==> src/rtl/fft_pkg.sv <==
// Shared types and constants for the FFT sample loader and its output stage.
package fft_pkg;

   localparam int M         = 9;
   localparam int BIT_WIDTH = 16;
   localparam int N         = 2**M;

   typedef enum logic [1:0] {IDLE, LOAD, RUN, UNLOAD} fft_state_t;

   typedef struct packed {
      logic signed [BIT_WIDTH-1:0] imag;
      logic signed [BIT_WIDTH-1:0] re;
   } cplx_t;

   function automatic logic [M-1:0] bitrev(input logic [M-1:0] a);
      logic [M-1:0] r;
      r = '0;
      for (int i = 0; i < M; i++) begin
         r[i] = a[M-1-i];
      end
      return r;
   endfunction

endpackage

==> src/rtl/fft_out_stage.sv <==
// Result-bank reader: issues rd_en, tracks the 1-cycle RAM latency and presents bins under valid/ready.
module fft_out_stage
   import fft_pkg::*;
#(
   parameter int L = N
) (
   input  logic                     clk_i,
   input  logic                     rst_ni,
   input  logic                     active_i,
   output logic                     rd_en_o,
   output logic [M-1:0]             rd_adr_o,
   input  logic [2*BIT_WIDTH-1:0]   rd_data_i,
   output logic                     m_valid_o,
   output logic [2*BIT_WIDTH-1:0]   m_data_o,
   output logic [M-1:0]             m_index_o,
   output logic                     m_last_o,
   input  logic                     m_ready_i,
   output logic                     frame_done_o
);

   localparam logic [M:0] L_CNT    = (M+1)'(L);
   localparam logic [M:0] LAST_CNT = (M+1)'(L-1);

   logic [M:0]   rd_cnt_q;
   logic         m_valid_q;
   logic         m_last_q;
   logic [M-1:0] m_index_q;
   logic         fresh_q;
   cplx_t        hold_q;
   logic         more_to_read;
   logic         rd_en;
   logic         frame_done;

   assign more_to_read = active_i && (rd_cnt_q != L_CNT);
   assign rd_en        = more_to_read && (!m_valid_q || m_ready_i);
   assign frame_done   = m_valid_q && m_ready_i && m_last_q;

   // The bin arriving from the RAM this cycle is presented directly; hold_q keeps it while stalled.
   always_ff @(posedge clk_i or negedge rst_ni) begin
      if (!rst_ni) begin
         rd_cnt_q  <= '0;
         m_valid_q <= 1'b0;
         m_last_q  <= 1'b0;
         m_index_q <= '0;
         fresh_q   <= 1'b0;
         hold_q    <= '0;
      end else begin
         fresh_q <= rd_en;
         if (fresh_q) begin
            hold_q <= rd_data_i;
         end
         if (rd_en) begin
            rd_cnt_q  <= rd_cnt_q + 1'b1;
            m_valid_q <= 1'b1;
            m_index_q <= rd_cnt_q[M-1:0];
            m_last_q  <= (rd_cnt_q == LAST_CNT);
         end else if (m_valid_q && m_ready_i) begin
            m_valid_q <= 1'b0;
            m_last_q  <= 1'b0;
         end
         if (frame_done) begin
            rd_cnt_q <= '0;
         end
      end
   end

   assign rd_en_o      = rd_en;
   assign rd_adr_o     = rd_cnt_q[M-1:0];
   assign m_valid_o    = m_valid_q;
   assign m_data_o     = fresh_q ? rd_data_i : hold_q;
   assign m_index_o    = m_index_q;
   assign m_last_o     = m_last_q;
   assign frame_done_o = frame_done;

endmodule

==> src/rtl/fft_sample_loader.sv <==
// Loads a real sample frame bit-reversed into FFT bank 0, runs the AGU, then streams the spectrum out.
// HALF_SPECTRUM_EN: when defined only bins 0..N/2-1 are streamed.
//
// state  | meaning
// IDLE   | waiting for start
// LOAD   | accepting N samples into bank 0
// RUN    | AGU enabled, waiting for done
// UNLOAD | reading result bank and streaming bins
module fft_sample_loader
   import fft_pkg::*;
(
   input  logic                     clk_i,
   input  logic                     rst_ni,
   input  logic                     start_i,
   input  logic                     s_valid_i,
   input  logic [BIT_WIDTH-1:0]     s_data_i,
   output logic                     s_ready_o,
   output logic                     load_o,
   output logic                     enable_o,
   input  logic                     done_i,
   output logic                     we0_o,
   output logic [M-1:0]             wr_adr_o,
   output logic [2*BIT_WIDTH-1:0]   wr_data_o,
   output logic                     rd_bank_o,
   output logic [M-1:0]             rd_adr_o,
   output logic                     rd_en_o,
   input  logic [2*BIT_WIDTH-1:0]   rd_data_i,
   output logic                     m_valid_o,
   output logic [2*BIT_WIDTH-1:0]   m_data_o,
   output logic [M-1:0]             m_index_o,
   output logic                     m_last_o,
   input  logic                     m_ready_i,
   output logic                     busy_o
);

`ifdef HALF_SPECTRUM_EN
   localparam int L = N/2;
`else
   localparam int L = N;
`endif

   localparam logic RD_BANK = ((M % 2) == 1);

   fft_state_t   state_q;
   logic [M-1:0] cnt_q;
   logic         s_ready_q;
   logic         load_q;
   logic         enable_q;
   logic         busy_q;
   logic         we0;
   logic         frame_done;
   cplx_t        wr_word;

   assign we0 = s_valid_i && s_ready_q;

   always_comb begin
      wr_word = '0;
      if (we0) begin
         wr_word.re = s_data_i;
      end
   end

   always_ff @(posedge clk_i or negedge rst_ni) begin
      if (!rst_ni) begin
         state_q   <= IDLE;
         cnt_q     <= '0;
         s_ready_q <= 1'b0;
         load_q    <= 1'b0;
         enable_q  <= 1'b0;
         busy_q    <= 1'b0;
      end else begin
         case (state_q)
            IDLE: begin
               if (start_i) begin
                  state_q   <= LOAD;
                  cnt_q     <= '0;
                  s_ready_q <= 1'b1;
                  load_q    <= 1'b1;
                  busy_q    <= 1'b1;
               end
            end
            LOAD: begin
               if (we0) begin
                  cnt_q <= cnt_q + 1'b1;
                  if (cnt_q == '1) begin
                     state_q   <= RUN;
                     s_ready_q <= 1'b0;
                     load_q    <= 1'b0;
                     enable_q  <= 1'b1;
                  end
               end
            end
            RUN: begin
               if (done_i) begin
                  state_q  <= UNLOAD;
                  enable_q <= 1'b0;
               end
            end
            UNLOAD: begin
               if (frame_done) begin
                  state_q <= IDLE;
                  busy_q  <= 1'b0;
               end
            end
            default: begin
               state_q <= IDLE;
            end
         endcase
      end
   end

   fft_out_stage #(
      .L (L)
   ) u_out_stage (
      .clk_i        (clk_i),
      .rst_ni       (rst_ni),
      .active_i     (state_q == UNLOAD),
      .rd_en_o      (rd_en_o),
      .rd_adr_o     (rd_adr_o),
      .rd_data_i    (rd_data_i),
      .m_valid_o    (m_valid_o),
      .m_data_o     (m_data_o),
      .m_index_o    (m_index_o),
      .m_last_o     (m_last_o),
      .m_ready_i    (m_ready_i),
      .frame_done_o (frame_done)
   );

   assign s_ready_o = s_ready_q;
   assign load_o    = load_q;
   assign enable_o  = enable_q;
   assign we0_o     = we0;
   assign wr_adr_o  = bitrev(cnt_q);
   assign wr_data_o = wr_word;
   assign rd_bank_o = RD_BANK;
   assign busy_o    = busy_q;

endmodule
==> config.mk <==
export PLATFORM = sky130hd
export DESIGN_NAME = fft_sample_loader
export DESIGN_NICKNAME = d
export VERILOG_FILES = /design/src/rtl/fft_pkg.sv /design/src/rtl/fft_out_stage.sv /design/src/rtl/fft_sample_loader.sv
export SDC_FILE = /design/constraint.sdc
export NUM_CORES = 1
export LEC_CHECK = 0
export CAP_MARGIN = 20
export CORE_MARGIN = 4
export CORE_UTILIZATION = 40
export CTS_CLUSTER_SIZE = 25
export DETAILED_ROUTE_END_ITERATION = 8
export PLACE_DENSITY = 0.78
export SYNTH_ARGS = -nofsm -noshare
export SYNTH_HDL_FRONTEND = slang
export SYNTH_SLANG_ARGS = --single-unit
==> constraint.sdc <==
create_clock -name clk_i -period 5.3 [get_ports clk_i]
set_input_delay 0.795 -clock clk_i [delete_from_list [all_inputs] [get_ports clk_i]]
set_output_delay 0.795 -clock clk_i [all_outputs]
set_load 0.02 [all_outputs]
Word-level counts from Yosys, hierarchy flattened:

Cells that the tools add are included.

* add/subtract/negate cells: 2
* equal/unequal tests: 11
* muxes and demuxes: 26
* reduce and logical (&&, ||, !) cells: 18

Operators by type and width (number)
* 32-bit two-way mux: 1
* 10-bit two-way mux: 2
* 9-bit two-way mux: 2
* 9-bit case mux with 2 select lines: 1
* 16-bit two-way mux: 1
* 10-bit by 1-bit adder with 10-bit output, second input constant: 1
* 10-bit by 9-bit equality test with 1-bit output, second input constant: 1
* 1-bit two-way mux: 10
* 2-bit two-way mux: 5
* 10-bit inequality test, second input constant: 1
* 2-bit inequality test, second input constant: 5
* 2-bit nonzero test: 5
* 9-bit by 1-bit adder with 9-bit output, second input constant: 1
* 9-bit equality test, second input constant: 1
* 2-bit case mux with 4 select lines: 1
* 4-bit AND reduction: 2
* 1-bit case mux with 2 select lines: 3
* 3-bit AND reduction: 2
* 1-bit logical AND: 5
* 5-bit AND reduction: 1
* 2-bit equality test, second input constant: 2
* 2-bit by 1-bit equality test with 1-bit output, second input constant: 1
* 2-bit logical NOT: 1
* 1-bit logical NOT: 1
* 1-bit logical OR: 1

* register bits after elaboration: 68
* input port bits: 54
* word-level logic and storage cells: 69

Depth between registers and ports, before layout:

* depth after elaboration: 5
* depth in mapped cells: 8
* depth with buffers taken out: 8

Cells and area by module:

A second synthesis with hierarchy kept.

* cell total of the unflattened synthesis: 302
* area, all modules: 3433.3 um2

By module, submodules not included
* fft_out_stage: instances 1, cells an instance 175, area an instance 2292.2 um2, sequential area each 1351.3 um2
* fft_sample_loader: instances 1, cells an instance 127, area an instance 1141.1 um2, sequential area each 350.3 um2

Worst setup path before layout:

Ideal clock, no wire load.

* path type: input to output
* start point: input port m_ready_i
* end point: output port rd_en_o
* arrival time: 1568 ps
* required time: 4505 ps
* slack: 2937 ps
* stages: 6
* path buffers: 2
* path through: nand2b_1 buf_6 and2_1 buf_2 nand2_4 inv_1

* word-level cells in the longest chain between the ends: 2

RTL lines
* start: declaration: RTL line fft_sample_loader.sv:32 `input logic m_ready_i,`
* 1-bit logical OR: RTL line fft_out_stage.sv:35 `assign rd_en = more_to_read && (!m_valid_q || m_ready_i);`
* 1-bit logical AND: RTL line fft_out_stage.sv:35
* end: declaration: RTL line fft_sample_loader.sv:26 `output logic rd_en_o,`

No other way between the ends.

Worst setup path after layout:

Ends and elaborated chain as after synthesis.

==> flow_metrics.env <==
export IMPL_status="finished clean"
export IMPL_dp_hpwl_mm=6.03
export IMPL_cp_start_kind="input pin"
export IMPL_overflow=0
export IMPL_worstSetupEndpointType="output pin"
export IMPL_numCtsBuffers=9
export IMPL_n_antenna_cell=0
export IMPL_pwr_share_comb=0.056
export IMPL_die_area_um2=9890
export IMPL_cts_root_buf="clkbuf_8"
export IMPL_vias_per_cell=4.85
export IMPL_gp_congestion=0.805
export IMPL_regArea_um2=1700
export IMPL_ios=154
export IMPL_postCtsSetupRepairBufs=0
export IMPL_regToRegSetupSlack_ns=3.15
export IMPL_grt_usage=0.170
export IMPL_peakVddDrop_uv=240
export IMPL_skew_ns=0.0103
export IMPL_cts_resized_gates=0
export IMPL_fillers=690
export IMPL_switching_share=0.204
export IMPL_drt_iter0_drc=74
export IMPL_synthDistinctLibCells=46
export IMPL_place_inst=513
export IMPL_grt_pass1_vias=2648
export IMPL_area_growth_pct=46.1
export IMPL_avgSynthCellArea_um2=11.3
export IMPL_cts_tree="done"
export IMPL_seq_area_frac_synth=0.509
export IMPL_ant_nets=0
export IMPL_instances_no_fill=529
export IMPL_path_max_fanout=9
export IMPL_power_density_nw_per_um2=227
export IMPL_finalNetCount=481
export IMPL_grt_pass1_wl_mm=13.5
export IMPL_cp_data_required_time_ns=4.51
export IMPL_yosys_register_bits=68
export IMPL_holdPathStages=1
export IMPL_rsz0062_at_grt="no"
export IMPL_clk_latency_ns=0.33
export IMPL_slew_viol_final=0
export IMPL_cts_sinks=68
export IMPL_grt_max_degree=69
export IMPL_ys_warn_count=0
export IMPL_route_detailed_drc=0
export IMPL_worst_r2r_path_depth=8
export IMPL_p_seq_frac=0.468
export IMPL_intPower_w=0.000881
export IMPL_drive_above_1_share=0.160
export IMPL_p_switching_w=0.000226
export IMPL_initial_core_util=0.409
export IMPL_hp_class="reg -> reg"
export IMPL_htreeDepth=3
export IMPL_clockBufferDepth=2
export IMPL_async_reset_ff_frac=1.00
export IMPL_setup_tns_ns=0
export IMPL_p_leak_nw=2.28
export IMPL_fmax_mhz=274
export IMPL_vias=2568
export IMPL_syn_inst=295
export IMPL_slew_headroom=0.383
export IMPL_multi_input_area_um2=1390
export IMPL_synth_ff_type="dfrtp_1"
export IMPL_die_w_um=99.4
export IMPL_fp_dieH_um=99.4
export IMPL_cap_violations=0
export IMPL_hold_viol_final=0
export IMPL_worstMarginPinSlew_ns=0.915
export IMPL_critPathKind="in -> out"
export IMPL_synth_edff_count=0
export IMPL_fin_ws_ns=1.65
export IMPL_place_ws_ns=1.67
export IMPL_netlist_area_um2=3340
export IMPL_fin_crit_sh=0.688
export IMPL_crit_arrival_ns=2.85
export IMPL_core_area_um2=8180
export IMPL_avgRoutedWirePerCell_um=15.2
export IMPL_antenna_found_initial=0
export IMPL_setup_viol=0
export IMPL_drt_pass1_iterations=4
export IMPL_p_clk_frac=0.476
export IMPL_hold_end="u_out_stage.hold_q[26]"
export IMPL_clk_pin_slew_ns=0.08
export IMPL_wl_mm=8.03
export IMPL_r2r_start="cnt_q[0]"
export IMPL_holdBufCountCts=0
export IMPL_r2r_end="state_q[1]"
export IMPL_fin_crit_ns=3.65
export IMPL_hold_start="u_out_stage.hold_q[26]"
export IMPL_row_count=33
export IMPL_io_buffers=136
how the worst max path moves through the flow:
stage | startpoint | to | slack (ns)
2_1_floorplan | m_ready_i | rd_en_o | 2.94
3_3_place_gp | m_ready_i | rd_en_o | 1.74
3_5_place_dp | m_ready_i | rd_en_o | 1.67
4_1_cts | m_ready_i | rd_en_o | 1.66
5_1_grt | m_ready_i | rd_en_o | 1.55
6_report | m_ready_i | rd_en_o | 1.65
cell usage after synthesis (all sizes together) (3+ instances only):
cell / number / share of area
dfrtp: 68 / 0.51
and3: 23 / 0.044
mux2: 39 / 0.13
nand3: 11 / 0.022
o21ai: 20 / 0.030
inv: 10 / 0.011
nand2: 13 / 0.017
xor2: 4 / 0.010
or3: 3 / 0.0060
ha: 8 / 0.030
nor2: 8 / 0.0090
buf: 34 / 0.073
mux2i: 3 / 0.0090
nand4: 5 / 0.011
a21oi: 10 / 0.015
clkbuf: 6 / 0.0071
nand2b: 4 / 0.0075
and2: 3 / 0.0056
worst max-delay path, stage by stage:
cell and delay, ns:
clkdlybuf4s50_1 0.52, nand2b_1 0.33, and2_1 0.34, nand2_4 0.14
inv_1 0.10, clkdlybuf4s50_1 0.62
cells in the final DEF, fill, tap and decap left out, drive strengths merged, types with 5 or more instances in the layout:
cell           instances
clkdlybuf4s50        135
nand4                  5
nor2                   8
o21ai                 20
mux2                  39
nand3                 11
and3                  23
a21oi                 10
ha                     8
dfrtp                 68
clkbuf                11
conb                  17
nand2                 13
inv                   11
sequential cells by signal, summed over array words and instances (netlist names):
name                   flops
u_out_stage.hold_q        32
u_out_stage.rd_cnt_q      10
cnt_q                      9
u_out_stage.m_index_o      9
state_q                    2
busy_o                     1
enable_o                   1
load_o                     1
u_out_stage.fresh_q        1
u_out_stage.m_last_o       1
u_out_stage.m_valid_o      1
logic make-up (layout without fill, tap and decap cells):
group                      count (synthesis)  after routing  share of synthesized area
AOI/OAI and AO/OA                         39             39                     0.0677
xor gates and xnor gates                   5              5                     0.0131
adders and majority gates                  8              8                     0.0299
buffers and inverters                     50            164                     0.0913
DFF                                       68             68                      0.509
muxes                                     42             42                      0.140
other                                      2             17                    0.00225
and+or+nand+nor                           81             81                      0.147
power by group through the flow:
stage                     sequential (W)  clock, W  combinational, W
after floorplan                 0.000529         0         0.0000215
after global placement          0.000529         0         0.0000609
after detailed placement        0.000529         0         0.0000621
after CTS                       0.000518  0.000543         0.0000624
after global routing            0.000518  0.000576         0.0000665
final                           0.000518  0.000528         0.0000615
through the flow:
stage	cell area (um^2)	power (W)	util	hold WS [ns]
finish	4880	0.00111	0.597	0.502
global route	4880	0.00116	0.597	0.516
CTS	4880	0.00112	0.597	0.502
detailed placement	4640	0.000591	0.567	0.483
global placement	4640	0.000590	0.567	0.478
floorplan	3400	0.000550	-	0.499
layout make-up:
cell class	instances	area share
Clock inverter	5	0.0220
Clock buffer	11	0.0289
Inverter	10	0.00768
Timing Repair Buffer	138	0.281
Tap cell	105	0.0269
Sequential cell	68	0.348
Multi-Input combinational cell	192	0.285
per-layer routing:
metal	track usage	part of all wire	up-vias
met4	0.0431	0.0014	0
li1	-	-	1234
met1	0.211	0.42	1247
met5	0	0	-
met2	0.292	0.52	85
met3	0.0477	0.057	2
Power figures use the tool's default switching activity.
